$ cat config.mk
export PLATFORM = sky130hd
export DESIGN_NAME = seg_scan_driver
export DESIGN_NICKNAME = d
export VERILOG_FILES = /design/src/rtl/seg_scan_driver.sv
export SDC_FILE = /design/constraint.sdc
export NUM_CORES = 1
export LEC_CHECK = 0
export CAP_MARGIN = 40
export CORE_UTILIZATION = 29
export DETAILED_ROUTE_END_ITERATION = 8
export PLACE_DENSITY = 0.66
export SYNTH_ARGS = -nofsm -noshare
export SYNTH_HDL_FRONTEND = slang
export SYNTH_SLANG_ARGS = --single-unit
$ cat constraint.sdc
create_clock -name clk -period 6.26 [get_ports clk]
set_input_delay 0.626 -clock clk [delete_from_list [all_inputs] [get_ports clk]]
set_output_delay 0.626 -clock clk [all_outputs]
set_load 0.01 [all_outputs]
$ cat src/rtl/seg_scan_driver.sv
// Multiplexed 7-segment scanner: one digit lit per slot, active-low buses, registered outputs.
// Optional build macro SEG_LEADING_ZERO_BLANK_EN darkens leading zero digits.
module seg_scan_driver #(
   parameter int NUM_DIGITS  = 8,
   parameter int REFRESH_DIV = 100000,
   parameter int DEAD_CYCLES = 2
) (
   input  logic                          clk,
   input  logic                          rst_n,
   input  logic                          en,
   input  logic [4*NUM_DIGITS-1:0]       digit_data,
   input  logic [NUM_DIGITS-1:0]         dp_in,
   input  logic [NUM_DIGITS-1:0]         blank_mask,
   output logic [NUM_DIGITS-1:0]         an_n,
   output logic [6:0]                    seg_n,
   output logic                          dp_n,
   output logic [$clog2(NUM_DIGITS)-1:0] scan_idx
);

   localparam int IW = $clog2(NUM_DIGITS);
   localparam int CW = $clog2(REFRESH_DIV);

   logic [CW-1:0]                cnt;
   logic [NUM_DIGITS-1:0][3:0]   nib;
   logic [NUM_DIGITS-1:0]        dark;
   logic [NUM_DIGITS-1:0]        onehot;
   logic [NUM_DIGITS-1:0]        an_d;
   logic [6:0]                   seg_d;
   logic                         dp_d;
   logic                         lit;

   assign nib = digit_data;

   function automatic logic [6:0] hex7(input logic [3:0] h);
      case (h)
         4'h0: hex7 = 7'b1000000;
         4'h1: hex7 = 7'b1111001;
         4'h2: hex7 = 7'b0100100;
         4'h3: hex7 = 7'b0110000;
         4'h4: hex7 = 7'b0011001;
         4'h5: hex7 = 7'b0010010;
         4'h6: hex7 = 7'b0000010;
         4'h7: hex7 = 7'b1111000;
         4'h8: hex7 = 7'b0000000;
         4'h9: hex7 = 7'b0010000;
         4'hA: hex7 = 7'b0001000;
         4'hB: hex7 = 7'b0000011;
         4'hC: hex7 = 7'b1000110;
         4'hD: hex7 = 7'b0100001;
         4'hE: hex7 = 7'b0000110;
         default: hex7 = 7'b0001110;
      endcase
   endfunction

`ifdef SEG_LEADING_ZERO_BLANK_EN
   // zchain[i]: nibble i and all above are zero with no decimal point set on any of them
   logic [NUM_DIGITS:1] zchain;
   assign zchain[NUM_DIGITS] = 1'b1;
   for (genvar i = 1; i < NUM_DIGITS; i++) begin : g_lz
      assign zchain[i] = zchain[i+1] & (nib[i] == 4'h0) & ~dp_in[i];
   end
   assign dark = blank_mask | {zchain[NUM_DIGITS-1:1], 1'b0};
`else
   assign dark = blank_mask;
`endif

   always_ff @(posedge clk) begin
      if (!rst_n) begin
         cnt      <= '0;
         scan_idx <= '0;
      end else if (en) begin
         if (cnt == CW'(REFRESH_DIV - 1)) begin
            cnt      <= '0;
            scan_idx <= (scan_idx == IW'(NUM_DIGITS - 1)) ? '0 : scan_idx + IW'(1);
         end else begin
            cnt <= cnt + CW'(1);
         end
      end
   end

   // Dead time at slot start keeps the previous anode fully off before the next turns on
   always_comb begin
      onehot           = '0;
      onehot[scan_idx] = 1'b1;
      lit   = en && (cnt >= CW'(DEAD_CYCLES)) && !dark[scan_idx];
      an_d  = lit ? ~onehot : '1;
      seg_d = lit ? hex7(nib[scan_idx]) : 7'h7F;
      dp_d  = lit ? ~dp_in[scan_idx] : 1'b1;
   end

   always_ff @(posedge clk) begin
      if (!rst_n) begin
         an_n  <= '1;
         seg_n <= 7'h7F;
         dp_n  <= 1'b1;
      end else begin
         an_n  <= an_d;
         seg_n <= seg_d;
         dp_n  <= dp_d;
      end
   end

endmodule

* After elaboration in Yosys (flattened, before gate mapping) *
Memories as Yosys holds them, arrays and structs flattened. A register that Yosys moved wholly into a read port is not among the register bits.
Cells that the tools add are included.

storage, ports and cells
  bits in registers = 29
  bits in read-only memories = 112
  bits of input ports = 51
  output and inout port bits = 19
  memories kept = 1

cells by class
  $add $sub $neg = 2
  magnitude comparators = 3
  equality and inequality tests = 2
  muxes and demuxes = 10
  bitwise logic cells = 2
  reductions and logical operators = 7

memory list
  memory            words  bits a word  rd ports  clocked after Yosys merged registers in  wr ports  RTL line  source
  (name not given)  16     7            1         1                                        0         35        case (h)

operators by type and width
  cell                                                                          number
  17-bit by 1-bit adder with 17-bit output, second input constant               1
  17-bit equality test, second input constant                                   1
  17-bit by 2-bit >= comparator with 1-bit output, second input constant        1
  17-bit two-way mux                                                            1
  4-bit binary-select mux with 3-bit select                                     1
  8-bit NOT                                                                     1
  1-bit binary-select mux with 3-bit select                                     2
  3-bit by 4-bit less-than comparator with 1-bit output, second input constant  1
  4-bit two-way mux                                                             1
  2-bit AND reduction                                                           2
  3-bit by 1-bit adder with 3-bit output, second input constant                 1
  1-bit demux with 3-bit select                                                 1
  3-bit equality test, second input constant                                    1
  3-bit by 1-bit >= comparator with 1-bit output, second input constant         1
  1-bit logical AND                                                             3
  1-bit two-way mux                                                             3
  3-bit two-way mux                                                             1
  1-bit zero test                                                               2
  1-bit NOT                                                                     1

* Longest topological paths before layout *
Gate-level depths: netlist (run 1).

  depth after elaboration = 6
  depth in mapped cells = 10
  depth with buffers taken out = 8

* Least setup slack after synthesis (run 1) *
Ideal clock, no wire load.

  path kind = in2reg
  start point = in digit_data[29]
  end point = reg seg_n[3]
  library setup time = 0.118 ns
  data arrival time = 2.097 ns
  path slack = 4.045 ns
  cell stages on the path = 8
  cell sequence = mux2_1 -> a221oi_1 -> o21a_2 -> inv_2 -> ha_1 -> mux2_1 -> mux2i_1 -> nand2_1

on the way
  cells in the longest elaborated chain, start to end = 2

RTL lines
  element                                    RTL line  source
  start: declaration                         11        input logic [4*NUM_DIGITS-1:0] digit_data,
  4-bit binary-select mux with 3-bit select  87        seg_d = lit ? hex7(nib[scan_idx]) : 7'h7F;
  4-bit two-way mux (not written as such)    87
  end: declaration                           15        output logic [6:0] seg_n,

No other way between the ends. The select of a mux whose other input is x is not followed.
A chain may end at the register's enable or synchronous reset.

* Worst setup path after layout (run 1) *
  start point = reg scan_idx[0]
  end point = reg seg_n[3]

on the way
  cells in the longest elaborated chain, start to end = 6

RTL lines
  element                                    RTL line  source
  start: declaration                         17        output logic [$clog2(NUM_DIGITS)-1:0] scan_idx
  start signal: assignment                   74        scan_idx <= (scan_idx == IW'(NUM_DIGITS - 1)) ? '0 : scan_idx + IW'(1);
  1-bit binary-select mux with 3-bit select  85        lit = en && (cnt >= CW'(DEAD_CYCLES)) && !dark[scan_idx];
  1-bit two-way mux (not written as such)    85
  1-bit zero test                            85
  1-bit logical AND                          85
  2-bit AND reduction (no line)              --
  1-bit zero test (no line)                  --

Parallel ways exist; a longest one is shown, timed or not. The select of a mux whose other input is x is not followed.

==> out/qor.yml, run 1 <==
worst_setup_path:
  path_max_fanout: 21
  cp.required_ps: 6420
  ff2ff_setup_slack_ps: 3600
  worst_r2r_path_depth: 6
  worstPathArrival_ps: 2820
  r2r-start: "scan_idx[0]"
  start_kind: "flop"
  r2r-end: "seg_n[3]"
  endpoint_kind: "flop"
  critPathKind: "reg -> reg"
  crit_chain: "mux4_2, mux2_2, ha_1, mux2_1, mux2i_1, nand2_1"
  cpPeakStageDelay_ps: 870
  critPathSlowestCell: "dfxtp_1"
cts:
  cts_tree: "built"
  path_clk_slew_ps: 80
  clk_latency_ps: 290
  clock-root-buffer: "clkbuf_8"
  cts_made_buffers: 5
  hold_buffers: 0
  cts_sinks: 36
  cts_resized: 0
  clk_path_buf_depth: 2
  htree_levels: 2
  post_cts_buffers: 0
synthesis:
  synth_top_area_share_pct: 34.4
  synth-seq-cells: 36
  synth_area_leaders: "dfxtp_1 34%, ha_1 6.0%, mux4_2 5.4%"
  ys_top_cells_by_count: "36 x dfxtp_1, 23 x nor2_1, 22 x nand2_1, 12 x nand3_1"
  synth_cells: 227
  ys_seq_area_share_pct: 34.4
  synth_edf_count: 0
  synth.largest_area_cell: "dfxtp_1"
  synth_most_common_cell: "dfxtp_1"
  avgSynthCellArea_um2: 9.23
  yosys_warnings: 0
  synthFlopType: "dfxtp_1"
  syn_nets: 288
  synthDistinctLibCells: 49
  synth_area_mm2: 0.00209
  async_flop_share_pct: 0
global_routing:
  grt_max_degree: 26
  grt_overflow: 0
  first_global_vias: 1764
  antenna_found_initial: 0
  grt_usage_pct: 13.7
  grt_pass1_wl_mm: 8.07
sta:
  slew_violations: 0
  fin_crit_sh_pct: 42.4
  setup_viol: 0
  whs_ps: 545
  fmax_ghz: 0.376
  tns_ps: 0
  worst_pin_slew_ps: 832
  period_minus_slack_ps: 2660
  maxSlewHeadroom_pct: 44.4
  hold_viol: 0
  rsz0062_at_grt: "false"
  clock_skew_ps: 9.82
finish:
  area_growth_syn_to_layout_pct: 42.3
  nFillCells: 655
  regArea_um2: 721
  diodes: 0
  layout.nets: 353
  fin_area_mm2: 0.00298
  drive_gt1_share_pct: 10.6
  multi_input_area_mm2: 0.00127
floorplanning:
  die_h_um: 87.0
  die_w_um: 87.0
  core_mm2: 0.00687
  row_count: 30
  io_pins: 70
  die_area_mm2: 0.00757
  start_util_pct: 30.5
route:
  wire_per_inst_um: 12.8
  num_vias: 1833
  viasPerCell: 4.71
  totalWireLength_mm: 4.96
  remaining_drc_errors: 0
  drt_iter0_drc: 95
  postRouteAntennaNets: 0
  dr.pass1.iters: 4
worst_hold_path:
  hp-class: "reg -> reg"
  whs_endpoint: "cnt[1]"
  min_from: "cnt[1]"
  worstHoldPathCells: 2
placed_design:
  place_congestion: 0.834
  port_buffers: 69
  place_hpwl_mm: 3.82
  placed_area_mm2: 0.00285
pwr:
  max-vdd-ir-drop_v: 0.0000800
  p_leak_nw: 1.06
  power.density_mw_per_mm2: 175
  finalPower_uw: 522
outcome:
  outcome: "finished, final reports clean"
flow_run:
  timing.max_cap.violations: 0
==> sequential cells by signal, indices dropped and copies added (netlist names) <==
register	flops
cnt	17
an_n	8
seg_n	7
scan_idx	3
dp_n	1
==> stage by stage <==
stage          cells  util [%]  setup slack [ps]
4_1_cts          389      43.4              3570
3_5_place_dp     381      41.5              3410
3_3_place_gp     380      41.3              3480
6_report         389      43.4              3600
5_1_grt          389      43.4              3370
2_1_floorplan    227         -              4040
==> area by class of cell <==
type                    instances  share of cell area, %
clock buffers                   7                   3.23
flip-flops and latches         36                   24.2
inverters                       7                  0.882
repair buffers                 71                   23.9
well taps                      96                   4.03
multi-input cells             171                   42.7
clock inverters                 1                   1.01
==> logic make-up (layout without fill, tap and decap cells) <==
group                    Yosys count  after routing  synth area share (%)
XOR/XNOR                          16             16                  6.69
flip-flops                        36             36                  34.4
adder cells (fa/ha/maj)           10             10                  5.97
AND/OR/NAND/NOR                   97             97                  23.8
multiplexers                      25             25                  15.9
AO/OA/AOI/OAI                     23             23                  8.48
buffers and inverters             20             86                  4.78
==> cell usage in the layout, fill, tap and decap left out, types with 3 or more instances in the layout <==
master,netlist,routed
o211ai_1,3,3
nor3_1,6,6
mux4_2,5,5
dfxtp_1,36,36
xor2_1,6,6
clkdlybuf4s50_1,0,69
nand2_1,22,22
nand4_1,4,4
clkbuf_8,0,7
xnor2_1,10,10
nor2b_1,8,8
nand3_1,12,12
nor2_1,23,23
mux2_2,7,7
and3_1,3,3
nor4_1,5,5
mux2i_1,9,9
and2_1,3,3
inv_1,5,5
ha_1,10,10
==> layer usage <==
layer | part of all wire (%) | track usage, % | vias up
met1 | 46 | 16.6 | 830
met4 | 1.1 | 3.64 | 0
met5 | 0 | 0 | -
met3 | 6.7 | 4.08 | 4
li1 | - | - | 932
met2 | 46 | 23.6 | 67
==> worst max-delay path by stage <==
stage / endpoint / slack, ps / cells after the start / startpoint
final: seg_n[3] / 3600 / 6 / scan_idx[0]
after global routing: seg_n[3] / 3370 / 8 / scan_idx[0]
after CTS: seg_n[3] / 3570 / 6 / scan_idx[0]
after detailed placement: cnt[1] / 3410 / 6 / en
after global placement: cnt[1] / 3480 / 6 / en
after floorplan: seg_n[3] / 4040 / 8 / digit_data[29]
==> power breakdown <==
part | internal, mW | switching, mW
logic | 0.0442 | 0.0229
clock network | 0.140 | 0.0799
registers | 0.232 | 0.00242
==> critical path, delay by kind of cell (launching register included) <==
family	cells	cell delay [ps]
flops	1	870
mux	4	1340
fa+ha+maj	1	250
simple gates	1	70
Power figures use the tool's default switching activity.
==> inputs of run 2 (changes only) <==
- PLACE_DENSITY: 0.66 -> 0.68
- clock period: 6.26 -> 2.4 ns (I/O delays scaled with it)
==> out/qor.yml, run 2 (synthesis gave the netlist of run 1 again) <==
cts:
  clk_path_buf_depth: 2  # unchanged
  cts_tree: "built"
  path_clk_slew_ps: 70  # about the same
  hold_buffers: 0  # unchanged
  cts_made_buffers: 5  # unchanged
  cts_sinks: 36  # unchanged
  post_cts_buffers: 0  # unchanged
  clk_latency_ps: 280  # about the same
  cts_resized: 0  # unchanged
  htree_levels: 2  # unchanged
  clock-root-buffer: "clkbuf_8"
route:
  postRouteAntennaNets: 0  # unchanged
  dr.pass1.iters: 4  # unchanged
  totalWireLength_mm: 4.96  # -0.18%
  num_vias: 1870  # +2.0%
  viasPerCell: 4.65  # -1.3%
  drt_iter0_drc: 91  # -4.2%
  remaining_drc_errors: 0  # unchanged
  wire_per_inst_um: 12.3  # -3.4%
pwr:
  power.density_mw_per_mm2: 406  # +130%
  p_leak_nw: 1.11  # +4.2%
  max-vdd-ir-drop_v: 0.000162  # +100%
sta:
  clock_skew_ps: 7.83  # -1.99 ps
  tns_ps: 0  # unchanged
  fmax_ghz: 0.459  # +22%
  fin_crit_sh_pct: 90.8  # +48 points
  whs_ps: 512  # -33.4 ps
  slew_violations: 0  # unchanged
  period_minus_slack_ps: 2180  # -477 ps
  rsz0062_at_grt: "false"
  setup_viol: 0  # unchanged
  hold_viol: 0  # unchanged
  worst_pin_slew_ps: 382  # -450 ps
  maxSlewHeadroom_pct: 74.3  # +30 points
floorplanning:
  start_util_pct: 30.5  # unchanged
  die_area_mm2: 0.00757  # unchanged
  row_count: 30  # unchanged
  core_mm2: 0.00687  # unchanged
  io_pins: 70  # unchanged
  die_h_um: 87.0  # unchanged
  die_w_um: 87.0  # unchanged
placed_design:
  place_hpwl_mm: 3.94  # +3.1%
  place_congestion: 0.922  # +10%
  port_buffers: 69  # unchanged
finish:
  layout.nets: 366  # +3.7%
  nFillCells: 650  # -0.76%
  largest_reg_flops: 17  # unchanged
  regMostFlops: "cnt"
  layout_commonest_cell: "clkdlybuf4s50_1"
  drive_gt1_share_pct: 13.7  # +3.1 points
  mostFrequentLayoutCells: "69 x clkdlybuf4s50_1, 36 x dfxtp_1, 23 x nor2_1"
  area_growth_syn_to_layout_pct: 44.9
  diodes: 0  # unchanged
  reg.largest.list: "cnt (17), an_n (8), seg_n (7)"
worst_setup_path:
  path_max_fanout: 18  # -14%
  critPathKind: "reg -> reg"
  cp.required_ps: 2580  # -3840 ps
  ff2ff_setup_slack_ps: 220  # -3380 ps
  start_kind: "flop"
  worst_r2r_path_depth: 7  # +1
  endpoint_kind: "flop"
  crit_chain: "buf_4, mux4_2, mux2_2, ha_1, mux2_1, mux2i_1, nand2_1"
  critPathSlowestCell: "dfxtp_1"
  cpPeakStageDelay_ps: 420  # -450 ps
  r2r-start: "scan_idx[1]"
  worstPathArrival_ps: 2360  # -460 ps
  r2r-end: "seg_n[3]"
flow_run:
  timing.max_cap.violations: 0  # unchanged
worst_hold_path:
  whs_endpoint: "an_n[7]"
  hp-class: "reg -> reg"
  min_from: "scan_idx[2]"
  worstHoldPathCells: 1  # -1
global_routing:
  antenna_found_initial: 0  # unchanged
  grt_max_degree: 19  # -27%
  grt_usage_pct: 14.4  # +0.68 points
  first_global_vias: 1892  # +7.3%
  grt_pass1_wl_mm: 8.49  # +5.3%
  grt_overflow: 0  # unchanged
outcome:
  outcome: "finished, final reports clean"
## run 2: area by class of cell
| class | instances | area [µm²] | area share (%) |
|---|---|---|---|
| Multi-Input combinational cell | 171 | 1270 | 42.0 |
| Timing Repair Buffer | 84 | 803 | 26.5 |
| Sequential cell | 36 | 721 | 23.8 |
| Tap cell | 96 | 120 | 3.96 |
| Clock buffer | 8 | 90.1 | 2.97 |
| Inverter | 7 | 26.3 | 0.866 |
## run 2: report_power, final
part | internal, mW | leakage (nW) | switching, mW | total [mW]
Sequential | 0.605 | 0.291 | 0.00570 | 0.611
Combinational | 0.122 | 0.770 | 0.0626 | 0.185
Clock | 0.234 | 0.0455 | 0.202 | 0.436
Total | 0.962 | 1.11 | 0.270 | 1.23
## run 2: how the worst max path moves through the flow
stage                         from       end  slack (ps)  cells past startpoint
floorplan              scan_idx[0]  seg_n[3]         210                      7
global placement    digit_data[29]  seg_n[3]         110                      9
detailed placement  digit_data[29]  seg_n[3]          60                      9
CTS                    scan_idx[1]  seg_n[3]         220                      7
global route           scan_idx[1]  seg_n[3]          90                      7
finish                 scan_idx[1]  seg_n[3]         220                      7
## run 2: routing by layer
| layer | vias to the layer above | track usage (%) | share of wire (%) | wire length [µm] |
|---|---|---|---|---|
| met2 | 61 | 23.6 | 45 | 2220 |
| met1 | 849 | 18.5 | 48 | 2400 |
| met5 | - | 0 | 0 | 0 |
| li1 | 953 | - | - | - |
| met3 | 7 | 3.03 | 5.4 | 270 |
| met4 | 0 | 5.76 | 1.3 | 65 |
## run 2: stage by stage
step	power (mW)	util [%]	worst slack, ps	instance area (µm²)	std cells
final	1.23	44.2	220	3030	402
after global placement	0.808	42.9	114	2940	394
after CTS	1.25	44.2	217	3030	402
after floorplan	0.699	-	206	2090	227
after detailed placement	0.810	42.9	60.5	2940	394
after global routing	1.29	44.2	89.7	3030	402
## run 2: critical path: cells and delay by family, from the launching register on
kind	cells	cell delay, ps
buffers and inverters	1	270
and+or+nand+nor	1	60
muxes	4	1090
adders and majority gates	1	240
DFF	1	420
